File: src/rtl/mult_div_pkg.sv
// Shared types and op-decoding helpers for the sequential multiply/divide unit.
package mult_div_pkg;

  typedef enum logic [1:0] {
    OP_MULT  = 2'd0,
    OP_MULTU = 2'd1,
    OP_DIV   = 2'd2,
    OP_DIVU  = 2'd3
  } op_t;

  typedef enum logic [1:0] {
    IDLE = 2'd0,
    RUN  = 2'd1,
    FIX  = 2'd2,
    DONE = 2'd3
  } state_t;

  function automatic logic op_is_div(input op_t op);
    return (op == OP_DIV) || (op == OP_DIVU);
  endfunction

  function automatic logic op_is_signed(input op_t op);
    return (op == OP_MULT) || (op == OP_DIV);
  endfunction

endpackage

File: src/rtl/md_abs.sv
// Two's-complement magnitude of a WIDTH-bit operand; treated as unsigned
// (neg_o=0, value passed through) when signed_i is low.
module md_abs
  import mult_div_pkg::*;
#(
  parameter int WIDTH = 32
) (
  input  logic [WIDTH-1:0] val_i,
  input  logic             signed_i,
  output logic [WIDTH-1:0] mag_o,
  output logic             neg_o
);

  assign neg_o = signed_i & val_i[WIDTH-1];
  assign mag_o = neg_o ? -val_i : val_i;

endmodule

File: src/rtl/mult_div_seq.sv
// Multi-cycle signed/unsigned MULT/DIV for the HI/LO pair: Booth multiply, restoring divide.
// Optional zero/small-operand shortcut enabled by defining MULT_DIV_EARLY_OUT_EN.
module mult_div_seq
  import mult_div_pkg::*;
#(
  parameter  int WIDTH = 32,
  localparam int CNT_W = $clog2(WIDTH + 1)
) (
  input  logic             clk,
  input  logic             reset,
  input  logic             start,
  input  logic [1:0]       op,
  input  logic [WIDTH-1:0] a,
  input  logic [WIDTH-1:0] b,
  output logic             busy,
  output logic             done,
  output logic [WIDTH-1:0] hi,
  output logic [WIDTH-1:0] lo,
  output logic             div_zero
);

  op_t              op_in;
  logic             in_div;
  logic             in_signed;
  logic             accept;
  logic             div_by_zero;
  logic             early_out;
  logic [WIDTH-1:0] early_hi;

  logic [WIDTH-1:0] opnd [2];
  logic [WIDTH-1:0] mag  [2];
  logic             neg  [2];

  state_t           state_q, state_d;
  logic [CNT_W-1:0] cnt_q;
  logic             last_step;
  logic             is_div_q;
  logic             corr_q;
  logic             sign_a_q;
  logic             sign_q_q;
  logic             div_zero_q;
  logic [WIDTH-1:0] hi_q, lo_q;

  logic [WIDTH+1:0] mcand_q, acc_q, booth_sum, acc_nx;
  logic [WIDTH-1:0] mplr_q, mplr_nx;
  logic             qm1_q;

  logic [WIDTH-1:0] rem_q, quo_q, dvs_q, rem_nx, quo_nx, rem_diff;
  logic [WIDTH:0]   rem_sh;
  logic             rem_ge;

  assign op_in       = op_t'(op);
  assign in_div      = op_is_div(op_in);
  assign in_signed   = op_is_signed(op_in);
  assign accept      = start && !busy;
  assign div_by_zero = in_div && (b == '0);
  assign opnd[0]     = a;
  assign opnd[1]     = b;

  genvar gi;
  generate
    for (gi = 0; gi < 2; gi++) begin : g_abs
      md_abs #(.WIDTH(WIDTH)) u_abs (
        .val_i    (opnd[gi]),
        .signed_i (in_signed),
        .mag_o    (mag[gi]),
        .neg_o    (neg[gi])
      );
    end
  endgenerate

`ifdef MULT_DIV_EARLY_OUT_EN
  // A zero factor or a dividend smaller than the divisor has a trivial result.
  assign early_out = in_div ? (mag[0] < mag[1]) : ((a == '0) || (b == '0));
  assign early_hi  = in_div ? a : '0;
`else
  assign early_out = 1'b0;
  assign early_hi  = '0;
`endif

  assign last_step = (cnt_q == CNT_W'(WIDTH - 1));

  // Booth step: add/subtract the multiplicand, then arithmetic shift of {acc, mplr}.
  always_comb begin
    booth_sum = acc_q;
    case ({mplr_q[0], qm1_q})
      2'b01:   booth_sum = acc_q + mcand_q;
      2'b10:   booth_sum = acc_q - mcand_q;
      default: booth_sum = acc_q;
    endcase
  end

  assign acc_nx  = {booth_sum[WIDTH+1], booth_sum[WIDTH+1:1]};
  assign mplr_nx = {booth_sum[0], mplr_q[WIDTH-1:1]};

  // Restoring step: shift in the next dividend bit, subtract the divisor if it fits.
  assign rem_sh   = {rem_q, quo_q[WIDTH-1]};
  assign rem_ge   = (rem_sh >= {1'b0, dvs_q});
  assign rem_diff = rem_sh[WIDTH-1:0] - dvs_q;
  assign rem_nx   = rem_ge ? rem_diff : rem_sh[WIDTH-1:0];
  assign quo_nx   = {quo_q[WIDTH-2:0], rem_ge};

  always_ff @(posedge clk) begin
    if (!reset) begin
      state_q <= IDLE;
    end else begin
      state_q <= state_d;
    end
  end

  always_comb begin
    state_d = state_q;
    case (state_q)
      IDLE, DONE: begin
        if (accept) begin
          state_d = (div_by_zero || early_out) ? DONE : RUN;
        end else begin
          state_d = IDLE;
        end
      end
      RUN: begin
        if (last_step) begin
          state_d = is_div_q ? FIX : DONE;
        end
      end
      FIX:     state_d = DONE;
      default: state_d = IDLE;
    endcase
  end

  always_comb begin
    busy = 1'b0;
    done = 1'b0;
    case (state_q)
      RUN, FIX: busy = 1'b1;
      DONE:     done = 1'b1;
      default:  ;
    endcase
  end

  always_ff @(posedge clk) begin
    if (!reset) begin
      cnt_q      <= '0;
      is_div_q   <= 1'b0;
      corr_q     <= 1'b0;
      sign_a_q   <= 1'b0;
      sign_q_q   <= 1'b0;
      div_zero_q <= 1'b0;
      hi_q       <= '0;
      lo_q       <= '0;
      mcand_q    <= '0;
      acc_q      <= '0;
      mplr_q     <= '0;
      qm1_q      <= 1'b0;
      rem_q      <= '0;
      quo_q      <= '0;
      dvs_q      <= '0;
    end else begin
      case (state_q)
        IDLE, DONE: begin
          if (accept) begin
            cnt_q      <= '0;
            div_zero_q <= div_by_zero;
            is_div_q   <= in_div;
            corr_q     <= !in_signed && b[WIDTH-1];
            sign_a_q   <= neg[0];
            sign_q_q   <= neg[0] ^ neg[1];
            mcand_q    <= in_signed ? {{2{a[WIDTH-1]}}, a} : {2'b00, a};
            acc_q      <= '0;
            mplr_q     <= b;
            qm1_q      <= 1'b0;
            rem_q      <= '0;
            quo_q      <= mag[0];
            dvs_q      <= mag[1];
            if (early_out) begin
              hi_q <= early_hi;
              lo_q <= '0;
            end
          end
        end
        RUN: begin
          cnt_q <= cnt_q + CNT_W'(1);
          if (is_div_q) begin
            rem_q <= rem_nx;
            quo_q <= quo_nx;
          end else begin
            acc_q  <= acc_nx;
            mplr_q <= mplr_nx;
            qm1_q  <= mplr_q[0];
            // The (W+1)th Booth step over a zero-extended multiplier only ever adds M<<W.
            if (last_step) begin
              hi_q <= acc_nx[WIDTH-1:0] + (corr_q ? mcand_q[WIDTH-1:0] : '0);
              lo_q <= mplr_nx;
            end
          end
        end
        FIX: begin
          hi_q <= sign_a_q ? -rem_q : rem_q;
          lo_q <= sign_q_q ? -quo_q : quo_q;
        end
        default: ;
      endcase
    end
  end

  assign hi       = hi_q;
  assign lo       = lo_q;
  assign div_zero = div_zero_q;

endmodule
File: config.mk
export PLATFORM = sky130hd
export DESIGN_NAME = mult_div_seq
export DESIGN_NICKNAME = d
export VERILOG_FILES = /design/src/rtl/mult_div_pkg.sv /design/src/rtl/md_abs.sv /design/src/rtl/mult_div_seq.sv
export SDC_FILE = /design/constraint.sdc
export NUM_CORES = 1
export LEC_CHECK = 0
export ABC_AREA = 1
export ABC_CLOCK_PERIOD_IN_PS = 13700
export CORE_MARGIN = 2
export CORE_UTILIZATION = 50
export CTS_CLUSTER_DIAMETER = 30
export DETAILED_ROUTE_END_ITERATION = 8
export PLACE_DENSITY = 0.69
export SLEW_MARGIN = 20
export SYNTH_ARGS = -nofsm -noshare
export SYNTH_HDL_FRONTEND = slang
export SYNTH_SLANG_ARGS = --single-unit
File: constraint.sdc
create_clock -name clk -period 13.7 [get_ports clk]
set_clock_uncertainty 0.05 [all_clocks]
set_input_delay 1.37 -clock clk [delete_from_list [all_inputs] [get_ports clk]]
set_output_delay 1.37 -clock clk [all_outputs]
set_load 0.05 [all_outputs]
==> flow_metrics.env <==
export IMPL_layout_common_cells="sky130_fd_sc_hd__nand2_1, sky130_fd_sc_hd__a21oi_1, sky130_fd_sc_hd__inv_1"
export IMPL_port_buffers=135
export IMPL_number_of_i_o_pins=136
export IMPL_initial_core_util_pct=50.50
export IMPL_synthFlopType="sky130_fd_sc_hd__dfxtp_1"
export IMPL_route_antenna_remaining_nets=0
export IMPL_fin_worst_hold_slack_ns=0.4187
export IMPL_layout_filler_cells=3797
export IMPL_maxCapViolCount=0
export IMPL_postSynthCellCount=3283
export IMPL_numPlacedInstances=3818
export IMPL_clock_insertion_delay_worst_skew_ns=0.59
export IMPL_route_vias_total=22809
export IMPL_holdCritPathClass="reg -> reg"
export IMPL_postCtsResizedCells=0
export IMPL_design_die_area_um2=42690
export IMPL_final_cell_count_without_fillers=3939
export IMPL_power_switching_mw=2.694
export IMPL_num_antenna_cells=0
export IMPL_max_freq_mhz=170.0
export IMPL_power_density_nw_per_um2=233.2
export IMPL_vdd_ir_drop_worst_v=0.0001747
export IMPL_root_buffer="sky130_fd_sc_hd__clkbuf_16"
export IMPL_yosys_register_bits=271
export IMPL_cts_hold_repair_buffers=0
export IMPL_cts_max_level=3
export IMPL_syn_num_nets=3459
export IMPL_worst_slew_margin_rel_pct=26.64
export IMPL_setup_viol=0
export IMPL_grt_overflow_total=0
export IMPL_outcome="finished, final reports clean"
export IMPL_timing_final_crit_period_ns=5.881
export IMPL_post_cts_buffers=0
export IMPL_gpl_final_weighted_congestion=1.007
export IMPL_mappedNetlistArea_um2=20520
export IMPL_die_y_um=206.6
export IMPL_worst_setup_path_start_kind="flop"
export IMPL_power_switching_fraction_pct=47.00
export IMPL_slowest_stage="sky130_fd_sc_hd__ha_1"
export IMPL_clock_sinks=271
export IMPL_rows=74
export IMPL_layout_cells_most_common="sky130_fd_sc_hd__nand2_1"
export IMPL_setup_tns_ns=0
export IMPL_fp_dieW_um=206.6
export IMPL_grt_pass1_vias=21230
export IMPL_drt_pre_antenna_iters=8
export IMPL_p_int_mw=3.038
export IMPL_tightest_slew_ns=1.100
export IMPL_dr_wl_met3_um=5304
export IMPL_fraction_of_the_yosys_area_taken_by_sequential_cells_pct=26.43
export IMPL_wirelength_met1_um=30430
export IMPL_grt_max_degree=113
export IMPL_drc_markers=0
export IMPL_post_route_worst_setup_slack_ns=7.819
export IMPL_worst_path_most_repeated_cell="sky130_fd_sc_hd__nand2_1"
export IMPL_critPathCaptureType="flop"
export IMPL_tritoncts="done"
export IMPL_topRoutingLayerUsed="met5"
export IMPL_ys_warnings_count=0
export IMPL_final_hold_viol_count=0
export IMPL_biggest_fanout_along_the_worst_timing_path=20
export IMPL_critPathArrivalTime_ns=6.34
export IMPL_critical_path_max_stage_delay_ns=0.58
export IMPL_global_route_wire_length_before_repair_um=112100
export IMPL_pre_cts_ws_ns=7.653
export IMPL_wire_per_inst_um=18.33
export IMPL_dpl_hpwl_um=54260
export IMPL_async_flop_share_pct=0
export IMPL_share_comb_of_total_power_pct=48.7
export IMPL_synthToLayoutAreaGrowth_pct=19.76
export IMPL_grt_util_all_layers_pct=33.27
export IMPL_routed_via_density=5.791
export IMPL_crit_type="reg -> reg"
export IMPL_unrepaired_setup_endpoints_after_global_routing="false"
export IMPL_post_synth_num_cell_types=55
export IMPL_power_clock_fraction_pct=29.5
export IMPL_route_met2_wl_um=32450
export IMPL_layout_worst_path_cycle_share_pct=42.93
export IMPL_count_of_flip_flops_with_a_built_in_enable_after_synthesis=0
export IMPL_clk_transition_reported_paths_ns=0.05
export IMPL_core_region_area_um2=40650
export IMPL_grt_antenna_before_repair=1
export IMPL_report_power_total_mw=5.731
export IMPL_static_leakage_power_nw=11.04
export IMPL_syn_area_per_cell_um2=6.252
export IMPL_route_final_wire_length_um=72200
export IMPL_clock_path_buffers=3
export IMPL_share_of_layout_cells_above_drive_strength_1_pct=6.457
export IMPL_report_final_slew_viol_count=0
export IMPL_share_seq_of_total_power_pct=21.8
export IMPL_cts_inserted_buffers=68
export IMPL_required_ns=14.16
export IMPL_drt_first_iter_violations=2013
export IMPL_layout_nets=3533
-- cell usage after synthesis, types with 4 or more instances --
cell type | number | area (um2)
sky130_fd_sc_hd__nor3_2 | 9 | 90.09
sky130_fd_sc_hd__o21a_1 | 5 | 37.54
sky130_fd_sc_hd__o21bai_1 | 7 | 52.55
sky130_fd_sc_hd__nand2_2 | 7 | 43.79
sky130_fd_sc_hd__nor2_2 | 8 | 50.05
sky130_fd_sc_hd__nor2_1 | 317 | 1190
sky130_fd_sc_hd__xnor2_1 | 44 | 385.4
sky130_fd_sc_hd__nand3_1 | 139 | 695.7
sky130_fd_sc_hd__a21o_1 | 15 | 112.6
sky130_fd_sc_hd__o21ai_2 | 4 | 35.03
sky130_fd_sc_hd__o221ai_1 | 34 | 297.8
sky130_fd_sc_hd__inv_1 | 368 | 1381
sky130_fd_sc_hd__nand4_1 | 25 | 156.4
sky130_fd_sc_hd__nand2_1 | 771 | 2894
sky130_fd_sc_hd__inv_2 | 7 | 26.28
sky130_fd_sc_hd__ha_1 | 104 | 1301
sky130_fd_sc_hd__o31ai_1 | 6 | 45.04
sky130_fd_sc_hd__a21oi_1 | 377 | 1887
sky130_fd_sc_hd__nand3_2 | 6 | 60.06
sky130_fd_sc_hd__nand3b_1 | 9 | 67.56
sky130_fd_sc_hd__nor3_1 | 47 | 235.2
sky130_fd_sc_hd__xor2_1 | 74 | 648.1
sky130_fd_sc_hd__a31oi_1 | 65 | 406.6
sky130_fd_sc_hd__clkbuf_1 | 133 | 499.2
sky130_fd_sc_hd__nor4_1 | 15 | 93.84
sky130_fd_sc_hd__o211ai_1 | 45 | 337.8
sky130_fd_sc_hd__o21ai_1 | 27 | 135.1
sky130_fd_sc_hd__or2_2 | 21 | 131.4
sky130_fd_sc_hd__dfxtp_1 | 271 | 5425
sky130_fd_sc_hd__o21ai_0 | 270 | 1351
sky130_fd_sc_hd__buf_1 | 12 | 45.04
-- cell type report --
| class | count | area, um2 | area share [%] |
|---|---|---|---|
| timing repair buffer | 152 | 1496 | 6.088 |
| tap | 532 | 665.6 | 2.708 |
| sequential | 271 | 5425 | 22.07 |
| clock inverter | 37 | 536.8 | 2.184 |
| clock buffer | 83 | 1868 | 7.599 |
| multi-input combinational | 2487 | 13170 | 53.58 |
| inverter | 377 | 1418 | 5.767 |
-- path summary, 6_finish.rpt --
path / cells after the start / from / end / slack [ns]
worst max-delay path: 29 / mplr_q[0] / hi[25] / 7.82
worst min-delay path: 2 / lo[24] / lo[24] / 0.42
worst max register to register: 29 / mplr_q[0] / hi[25] / 7.82
worst min register to register: 2 / lo[24] / lo[24] / 0.42
-- critical path, delay by kind of cell, from the launching register on --
| kind | cells | cell delay [ns] |
|---|---|---|
| and+or+nand+nor | 15 | 1.89 |
| DFF | 1 | 0.34 |
| adders and majority gates | 3 | 1.31 |
| buffers and inverters | 5 | 0.79 |
| AOI/OAI and AO/OA | 5 | 1.22 |
| xor gates and xnor gates | 1 | 0.18 |
-- power groups by stage --
stage / Sequential, mW / Clock (mW) / Combinational (mW)
final: 1.25 / 1.69 / 2.79
after CTS: 1.24 / 1.70 / 2.74
after detailed placement: 1.25 / 0 / 2.73
after floorplan: 1.35 / 0 / 1.82
after global routing: 1.27 / 1.74 / 3.08
after global placement: 1.25 / 0 / 2.69
-- cells by family after synthesis --
kind of cell	synth area share, %
fa+ha+maj	6.633
buf+inv	9.650
simple gates	28.63
compound gates	23.62
flops	26.43
xor+xnor	5.035
-- registers in the layout, indices dropped and copies added, names as in the netlist --
signal    cells
div_zero      1
sign_q_q      1
state_q       2
quo_q        32
mcand_q      33
mplr_q       32
dvs_q        32
cnt_q         6
is_div_q      1
rem_q        32
corr_q        1
lo           32
acc_q        33
qm1_q         1
hi           32
-- metrics by stage --
| stage | util [%] | cell area, um2 |
|---|---|---|
| 3_3_place_gp | 54.44 | 22130 |
| 2_1_floorplan | - | 20520 |
| 5_1_grt | 60.48 | 24580 |
| 3_5_place_dp | 54.45 | 22130 |
| 4_1_cts | 60.36 | 24530 |
| 6_report | 60.48 | 24580 |
-- per-layer routing --
| metal | global-route usage [%] | vias to the layer above |
|---|---|---|
| met5 | 0 | - |
| met2 | 53.44 | 981 |
| met4 | 18.11 | 2 |
| met3 | 5.086 | 228 |
| met1 | 42.90 | 10472 |
| li1 | - | 11126 |
Power figures use the tool's default switching activity.
